[config.mk]
export PLATFORM = sky130hd
export DESIGN_NAME = reg_write_arbiter_flat
export DESIGN_NICKNAME = d
export VERILOG_FILES = /design/src/rtl/reg_write_arbiter_if.sv /design/src/rtl/reg_write_arbiter.sv /design/src/flat_wrapper.sv
export SDC_FILE = /design/constraint.sdc
export NUM_CORES = 1
export LEC_CHECK = 0
export CAP_MARGIN = 20
export CORE_ASPECT_RATIO = 0.7
export CORE_MARGIN = 3
export CORE_UTILIZATION = 25
export DETAILED_ROUTE_END_ITERATION = 8
export SETUP_SLACK_MARGIN = 0.02
export SLEW_MARGIN = 20
export SYNTH_ARGS = -nofsm -noshare
export SYNTH_HDL_FRONTEND = slang
export SYNTH_SLANG_ARGS = --single-unit
[constraint.sdc]
create_clock -name clk -period 2.4 [get_ports clk]
set_clock_uncertainty 0.2 [all_clocks]
set_input_delay 0.48 -clock clk [delete_from_list [all_inputs] [get_ports clk]]
set_output_delay 0.48 -clock clk [all_outputs]
set_load 0.02 [all_outputs]
[src/rtl/reg_write_arbiter_if.sv]
// rtl/reg_write_arbiter_if.sv - requester and register-bank write-port bundle for reg_write_arbiter
interface reg_write_arbiter_if #(
   parameter int NREQ   = 4,
   parameter int ADDR_W = 3,
   parameter int DATA_W = 8
);
   logic [NREQ-1:0]        req;
   logic [NREQ*ADDR_W-1:0] wr_addr_in;
   logic [NREQ*DATA_W-1:0] wr_data_in;
   logic [NREQ-1:0]        gnt;
   logic                   rf_we;
   logic [ADDR_W-1:0]      rf_addr;
   logic [DATA_W-1:0]      rf_data;
   logic                   busy;

   modport master (
      output req, wr_addr_in, wr_data_in,
      input  gnt, rf_we, rf_addr, rf_data, busy
   );

   modport slave (
      input  req, wr_addr_in, wr_data_in,
      output gnt, rf_we, rf_addr, rf_data, busy
   );
endinterface

[src/rtl/reg_write_arbiter.sv]
// rtl/reg_write_arbiter.sv - round-robin arbiter for the register bank's single write port
// Define REG_WR_ARB_FIXED_PRIO_EN for lowest-index-wins priority with no rotating pointer.
module reg_write_arbiter #(
   parameter int NREQ        = 4,
   parameter int ADDR_W      = 3,
   parameter int DATA_W      = 8,
   parameter int ZERO_REG_RO = 1
) (
   input  logic               clk,
   input  logic               rst,
   reg_write_arbiter_if.slave bus
);
   localparam int PTR_W = (NREQ > 1) ? $clog2(NREQ) : 1;
   localparam logic [PTR_W:0]   NREQ_C = (PTR_W+1)'(NREQ);
   localparam logic [PTR_W-1:0] LAST_C = PTR_W'(NREQ-1);

   logic [NREQ-1:0]   gnt_q, gnt_d;
   logic              rf_we_q, rf_we_d;
   logic [ADDR_W-1:0] rf_addr_q, rf_addr_d;
   logic [DATA_W-1:0] rf_data_q, rf_data_d;
   logic [NREQ-1:0]   mreq;
   logic [PTR_W-1:0]  base;
   logic [PTR_W:0]    cand;
   logic              win_found;
   logic [PTR_W-1:0]  win_idx;
   logic [ADDR_W-1:0] win_addr;
   logic [DATA_W-1:0] win_data;

   // A source whose grant is showing cannot win again while it reacts.
   assign mreq     = bus.req & ~gnt_q;
   assign bus.busy = |mreq;

`ifdef REG_WR_ARB_FIXED_PRIO_EN
   assign base = '0;
`else
   logic [PTR_W-1:0] ptr_q, ptr_d;

   assign base = ptr_q;

   always_comb begin
      ptr_d = ptr_q;
      if (win_found) begin
         ptr_d = (win_idx == LAST_C) ? '0 : win_idx + 1'b1;
      end
   end

   always_ff @(posedge clk) begin
      if (rst) begin
         ptr_q <= '0;
      end else begin
         ptr_q <= ptr_d;
      end
   end
`endif

   always_comb begin
      win_found = 1'b0;
      win_idx   = '0;
      cand      = '0;
      for (int k = 0; k < NREQ; k++) begin
         cand = {1'b0, base} + (PTR_W+1)'(k);
         if (cand >= NREQ_C) begin
            cand = cand - NREQ_C;
         end
         if (!win_found && mreq[cand[PTR_W-1:0]]) begin
            win_found = 1'b1;
            win_idx   = cand[PTR_W-1:0];
         end
      end
   end

   assign win_addr = bus.wr_addr_in[win_idx*ADDR_W +: ADDR_W];
   assign win_data = bus.wr_data_in[win_idx*DATA_W +: DATA_W];

   always_comb begin
      gnt_d = '0;
      if (win_found) begin
         gnt_d[win_idx] = 1'b1;
      end
      rf_we_d   = win_found && !((ZERO_REG_RO != 0) && (win_addr == '0));
      rf_addr_d = win_found ? win_addr : rf_addr_q;
      rf_data_d = win_found ? win_data : rf_data_q;
   end

   always_ff @(posedge clk) begin
      if (rst) begin
         gnt_q     <= '0;
         rf_we_q   <= 1'b0;
         rf_addr_q <= '0;
         rf_data_q <= '0;
      end else begin
         gnt_q     <= gnt_d;
         rf_we_q   <= rf_we_d;
         rf_addr_q <= rf_addr_d;
         rf_data_q <= rf_data_d;
      end
   end

   assign bus.gnt     = gnt_q;
   assign bus.rf_we   = rf_we_q;
   assign bus.rf_addr = rf_addr_q;
   assign bus.rf_data = rf_data_q;
endmodule

[src/flat_wrapper.sv]
// flat-port wrapper written by rule: the top's interface ports become plain ports
module reg_write_arbiter_flat 
#(
   parameter int NREQ        = 4,
   parameter int ADDR_W      = 3,
   parameter int DATA_W      = 8,
   parameter int ZERO_REG_RO = 1
)
  (clk, rst, bus_req, bus_wr_addr_in, bus_wr_data_in, bus_gnt, bus_rf_we, bus_rf_addr, bus_rf_data, bus_busy);
  reg_write_arbiter_if #(.NREQ(NREQ), .ADDR_W(ADDR_W), .DATA_W(DATA_W)) bus_i ();
  input  logic clk;
  input  logic rst;
  input wire logic [$bits(bus_i.req)-1:0] bus_req;
  input wire logic [$bits(bus_i.wr_addr_in)-1:0] bus_wr_addr_in;
  input wire logic [$bits(bus_i.wr_data_in)-1:0] bus_wr_data_in;
  output wire logic [$bits(bus_i.gnt)-1:0] bus_gnt;
  output wire logic [$bits(bus_i.rf_we)-1:0] bus_rf_we;
  output wire logic [$bits(bus_i.rf_addr)-1:0] bus_rf_addr;
  output wire logic [$bits(bus_i.rf_data)-1:0] bus_rf_data;
  output wire logic [$bits(bus_i.busy)-1:0] bus_busy;
  assign bus_i.req = bus_req;
  assign bus_i.wr_addr_in = bus_wr_addr_in;
  assign bus_i.wr_data_in = bus_wr_data_in;
  assign bus_gnt = bus_i.gnt;
  assign bus_rf_we = bus_i.rf_we;
  assign bus_rf_addr = bus_i.rf_addr;
  assign bus_rf_data = bus_i.rf_data;
  assign bus_busy = bus_i.busy;
  reg_write_arbiter #(.NREQ(NREQ), .ADDR_W(ADDR_W), .DATA_W(DATA_W), .ZERO_REG_RO(ZERO_REG_RO)) u_core (.clk(clk), .rst(rst), .bus(bus_i));
endmodule
* Word-level counts from Yosys, hierarchy flattened
Index checks and enable logic that the tools add are counted.
** Cells by class
- Shift-type cells :: 2
- Add/sub/neg operators :: 8
- Multiplexer cells :: 23
- Bitwise logic cells :: 3
- Multiply operators :: 1
- Reductions and logical operators :: 12
- Equal/unequal tests :: 1
- Magnitude comparators :: 10
** Operators by type and width (count)
- indexed part select 32 x 6 -> 8 bit :: 1
- 2-to-1 mux 2 bit :: 9
- less-than comparator 2 x 3 -> 1 bit, second input constant :: 5
- indexed part select 12 x 5 -> 3 bit :: 1
- greater-or-equal comparator 3 bit, second input constant :: 3
- 2-to-1 mux 1 bit :: 9
- binary-select mux 1 bit (select 2 bit) :: 4
- subtractor 2 x 1 -> 2 bit, second input constant :: 4
- adder 2 x 2 -> 3 bit, second input constant :: 2
- logical AND 1 bit :: 5
- AND 4 bit :: 1
- zero test 1 bit :: 4
- multiplier 2 x 2 -> 4 bit, second input constant :: 1
- NOT 4 bit :: 1
- OR reduction 4 bit :: 1
- adder 2 x 1 -> 3 bit, second input constant :: 1
- greater-or-equal comparator 2 x 3 -> 1 bit, second input constant :: 1
- zero test 3 bit :: 1
- adder 2 x 1 -> 2 bit, second input constant :: 1
- demux 1 bit (select 2 bit) :: 1
- == test 2 bit, second input constant :: 1
- greater-or-equal comparator 2 x 1 -> 1 bit, second input constant :: 1
- OR reduction 2 bit :: 1
- NOT 1 bit :: 1
** Word-level totals
- Input bits :: 50
- Output and inout bits :: 17
- Register bits after elaboration :: 18

* Depth between registers and ports, before layout
- Depth after elaboration :: 19
- Mapped depth :: 8
- Depth with buffers taken out :: 7

* Least setup slack after synthesis
Ideal clock, no wire load.
- Path type :: input port to flip-flop
- From :: in bus_req[0]
- To :: reg u_core.ptr_q[1] (netlist: u_core.base[1])
- Slack :: 0.191 ns
- Cell stages on the path :: 8
- Buffers on the path :: 1
- Data arrival time :: 1.893 ns
- Cells stage by stage :: nor3b_1 -> a311oi_1 -> o22ai_2 -> buf_6 -> inv_1 -> ha_1 -> mux2i_1 -> nor2_1
** Between the ends
- Word-level cells in the longest chain between the ends :: 15
- Elaborated cells on any way between the ends :: 26
** RTL lines
- from (decl) :: RTL line flat_wrapper.sv:13 : input wire logic [$bits(bus_i.req)-1:0] bus_req;
- AND 4 bit * :: RTL line reg_write_arbiter.sv:30 : assign mreq = bus.req & ~gnt_q;
- binary-select mux 1 bit (select 2 bit) :: RTL line reg_write_arbiter.sv:65 : if (!win_found && mreq[cand[PTR_W-1:0]]) begin
- 2-to-1 mux 1 bit (not written as such) :: RTL line reg_write_arbiter.sv:65
- 2-to-1 mux 1 bit :: RTL line reg_write_arbiter.sv:65
- zero test 1 bit :: RTL line reg_write_arbiter.sv:65
- logical AND 1 bit :: RTL line reg_write_arbiter.sv:65
- 2-to-1 mux 1 bit :: RTL line reg_write_arbiter.sv:65
- zero test 1 bit :: RTL line reg_write_arbiter.sv:65
- logical AND 1 bit :: RTL line reg_write_arbiter.sv:65
- 2-to-1 mux 1 bit :: RTL line reg_write_arbiter.sv:65
- zero test 1 bit :: RTL line reg_write_arbiter.sv:65
- logical AND 1 bit :: RTL line reg_write_arbiter.sv:65
- 2-to-1 mux 2 bit :: RTL line reg_write_arbiter.sv:65
- adder 2 x 1 -> 2 bit or == test 2 bit (tied branches) :: RTL line reg_write_arbiter.sv:43 : ptr_d = (win_idx == LAST_C) ? '0 : win_idx + 1'b1;
- 2-to-1 mux 2 bit :: RTL line reg_write_arbiter.sv:43
- to (signal assigned) :: RTL line reg_write_arbiter.sv:51 : ptr_q <= ptr_d;
- to (decl) :: RTL line reg_write_arbiter.sv:36 : logic [PTR_W-1:0] ptr_q, ptr_d;
Every way passes the cells marked *; elsewhere a longest branch is shown, timed or not. The select of a mux whose other input is x is not followed.
A chain may end at the register's enable or synchronous reset.

* Final worst setup path
Same ends and word-level chain as after synthesis.

==> out/summary.txt <==
post-DR wirelength/cell = 15.1 um
cell chain of the critical path = clkdlybuf4s50_1 > inv_1 > o311a_2 > o22ai_4 > inv_1 > ha_1 > mux2i_1 > nor2_1
total instance count after detailed placement = 239
GR Util All Layers = 0.143
half-perimeter wire length after detailed placement = 3020 um
count of cell instances traversed by the critical path = 8
total wire length after detailed routing = 3650 um
part of the Yosys area used for sequential elements = 0.328
pin count of the biggest net entering global routing = 12
Critical Setup Path Class = input pin to flip-flop
Post-Synthesis Net Count = 164
period utilization = 0.974
Yosys top cell area share = 0.328
worst voltage drop across the vdd grid = 0.448 mV
Final Setup Violations = 0
Cells after Synth = 110
Horiz. Die Dim = 85.2 um
leakage power of the design = 0.847 nW
area growth from synthesis to layout = 82.5%
maximum level of the CTS H-tree = 1
final standard cell utilization of the core = 0.493
cell at the root of the clock tree = sky130_fd_sc_hd__clkbuf_8
Post-CTS Hold Buffers = 0
cell area after synthesis = 1100 um^2
row count = 19
non-filler cells in the finished layout = 242
DIE HEIGHT = 61.5 um
critical path required time = 2.34 ns
setup repair after global routing missed its margin = yes
Die Area = 5240 um^2
Synth warnings = 0
peak clock frequency supported by timing = 428 MHz
worst-margin pin slew = 0.506 ns
total area of multi-input combinational cells = 737 um^2
power per cell area = 947 nW/um^2
CP Max Fanout = 3
peak per-stage delay on the critical path = 0.51 ns
sequential cell area = 360 um^2
arrival time of the worst setup path = 2.27 ns
Largest delay share family, worst path = buffers and inverters
time the worst path needs with I/O delays and setup = 2.34 ns
Post-CTS Repair Setup Buffers = 0
Port Buf Inserts = 66
Antenna Cells = 0
CTS Buf Count = 3
average cell area after synthesis = 9.99 um^2
CP max stage cell = sky130_fd_sc_hd__clkdlybuf4s50_1
count of pins over their slew limit = 0
post-route ant nets = 0
clock-pin slew reported for the worst setup and hold paths after clock tree synthesis = 0.07 ns
final std cell area, no fill = 2000 um^2
number of primary I/O pins = 67
r2r worst-path depth = 7
Worst Hold Margin = 0.275 ns
count of maximum capacitance violations = 0
count of distinct cell types in the synthesized netlist = 29
TritonCTS clock tree = done
count of buffering cells on the critical path with inverters included = 3
Max Root-Sink Buffers = 2
startpoint of the lowest-slack register-to-register path = u_core.base[0]$_SDFFE_PP0P_
DR vias = 1132
cell occurring most often along the worst timing path = sky130_fd_sc_hd__inv_1
final global-route overflow total = 0
dominant cells by area after synthesis = sky130_fd_sc_hd__dfxtp_1, sky130_fd_sc_hd__mux2i_1, sky130_fd_sc_hd__o221ai_1, sky130_fd_sc_hd__nand2_1, sky130_fd_sc_hd__ha_1
sink count of the clock tree = 18
final hold vios = 0
outcome = finished clean
Worst-Skew Late Latency = 0.25 ns
antenna violations before repair = 0
class of the worst hold path = flip-flop to flip-flop
startpoint types = input pin
critical path startpoint = bus_req[0]
Core ar. = 4070 um^2
number of global-route vias before repair = 1285
Worst Hold Path Cells = 2
Final GP Congestion = 0.774
biggest area consumer among synthesized cells = sky130_fd_sc_hd__dfxtp_1
share of post-route cells with drive strength above 1 = 0.200
global-route wire length before repair = 5910 um
relative slew slack = 0.662
First-pass DRT Iterations = 4
standard cell area after detailed placement = 1920 um^2
Critical Path End Type = flip-flop
fill cell instance count of the final layout = 364
Nets = 246
starting density of the core = 0.270
# DRC = 0
First DRT Iteration DRCs = 20
Hold Path Origin = u_core.bus.rf_data[3]$_SDFFE_PP0P_
Final Power = 1.90 mW
count of state elements after synthesis = 18
Via-to-Cell Ratio = 4.68
## cell families (layout without fill, tap and decap cells)
logic type | count (synthesis) | after routing | synth area share
buffers and inverters | 7 | 87 | 0.0376
multiplexers | 25 | 25 | 0.233
AND/OR/NAND/NOR | 37 | 37 | 0.182
flip-flops | 18 | 18 | 0.328
AO/OA/AOI/OAI | 19 | 19 | 0.173
adder cells (fa/ha/maj) | 4 | 4 | 0.0456
## routing by layer
layer,vias to the layer above,wire length [um],track usage
met1,519,1650,0.175
met2,40,1770,0.259
li1,571,-,-
met5,-,0,0
met4,0,10,0.0361
met3,2,224,0.0348
## placed cells by master, fill, tap and decap left out, types with 2 or more instances in the layout
| master | count |
|---|---|
| sky130_fd_sc_hd__and2_1 | 4 |
| sky130_fd_sc_hd__buf_4 | 11 |
| sky130_fd_sc_hd__buf_6 | 2 |
| sky130_fd_sc_hd__clkbuf_8 | 3 |
| sky130_fd_sc_hd__clkdlybuf4s50_1 | 63 |
| sky130_fd_sc_hd__dfxtp_1 | 18 |
| sky130_fd_sc_hd__dlymetal6s2s_1 | 2 |
| sky130_fd_sc_hd__ha_1 | 4 |
| sky130_fd_sc_hd__inv_1 | 3 |
| sky130_fd_sc_hd__mux2i_1 | 20 |
| sky130_fd_sc_hd__mux2i_2 | 3 |
| sky130_fd_sc_hd__nand2_1 | 13 |
| sky130_fd_sc_hd__nand2b_1 | 3 |
| sky130_fd_sc_hd__nor2_1 | 2 |
| sky130_fd_sc_hd__nor2b_1 | 2 |
| sky130_fd_sc_hd__nor3_1 | 4 |
| sky130_fd_sc_hd__o221ai_1 | 11 |
## worst register-to-register path, stage by stage, from the launching register on
cell                      delay, ns
sky130_fd_sc_hd__dfxtp_1       0.33
sky130_fd_sc_hd__or3b_4        0.41
sky130_fd_sc_hd__o311a_2       0.18
sky130_fd_sc_hd__o22ai_4       0.18
sky130_fd_sc_hd__inv_1         0.08
sky130_fd_sc_hd__ha_1          0.30
sky130_fd_sc_hd__mux2i_1       0.15
sky130_fd_sc_hd__nor2_1        0.05
## worst paths after layout
kind | slack (ns) | endpoint
worst max register to register | 0.41 | u_core.base[1]$_SDFFE_PP0P_
worst min-delay path | 0.27 | u_core.bus.rf_data[3]$_SDFFE_PP0P_
worst max-delay path | 0.06 | u_core.base[1]$_SDFFE_PP0P_
worst min register to register | 0.27 | u_core.bus.rf_data[3]$_SDFFE_PP0P_
## where the power goes
group          total [mW]  internal [mW]  switching (mW)
clock network       0.208          0.111          0.0971
registers           0.502          0.417          0.0850
logic                1.19          0.646           0.542
## area by class of cell
cell class,instances,area share
Timing Repair Buffer,80,0.392
Multi-Input combinational cell,85,0.368
Inverter,4,0.00749
Clock buffer,3,0.0206
Tap cell,52,0.0325
Sequential cell,18,0.180
## registers in the layout, indices dropped and copies added (netlist names)
register,flops
u_core.bus.rf_addr,3
u_core.bus.rf_data,8
u_core.bus.gnt,4
u_core.base,2
u_core.bus.rf_we,1
## stage by stage
stage,setup TNS [ns],setup WS (ns)
after global placement,-2.54,-0.209
after detailed placement,-3.56,-0.269
final,0,0.0620
after CTS,0,0.0155
after floorplan,0,0.191
after global routing,-0.00313,-0.00285
## cell usage after synthesis (all sizes together)
| library cell | count |
|---|---|
| nor2 | 3 |
| o22ai | 2 |
| buf | 2 |
| nand2b | 4 |
| nor3b | 1 |
| or3b | 1 |
| clkbuf | 1 |
| and2 | 4 |
| dfxtp | 18 |
| a311oi | 1 |
| and3b | 1 |
| mux2i | 23 |
| inv | 4 |
| and2b | 1 |
| nand2 | 14 |
| nand3 | 1 |
| o2111ai | 1 |
| o21a | 1 |
| o311a | 1 |
| o311ai | 1 |
| nor2b | 3 |
| o221ai | 11 |
| nor3 | 4 |
| o21ai | 1 |
| mux2 | 2 |
| ha | 4 |
## what timing repair did
item	CTS	global route
hold endpoints to repair	0	0
endpoints found under the setup margin	4	13
gates resized for setup	3	15
Power figures use the tool's default switching activity.
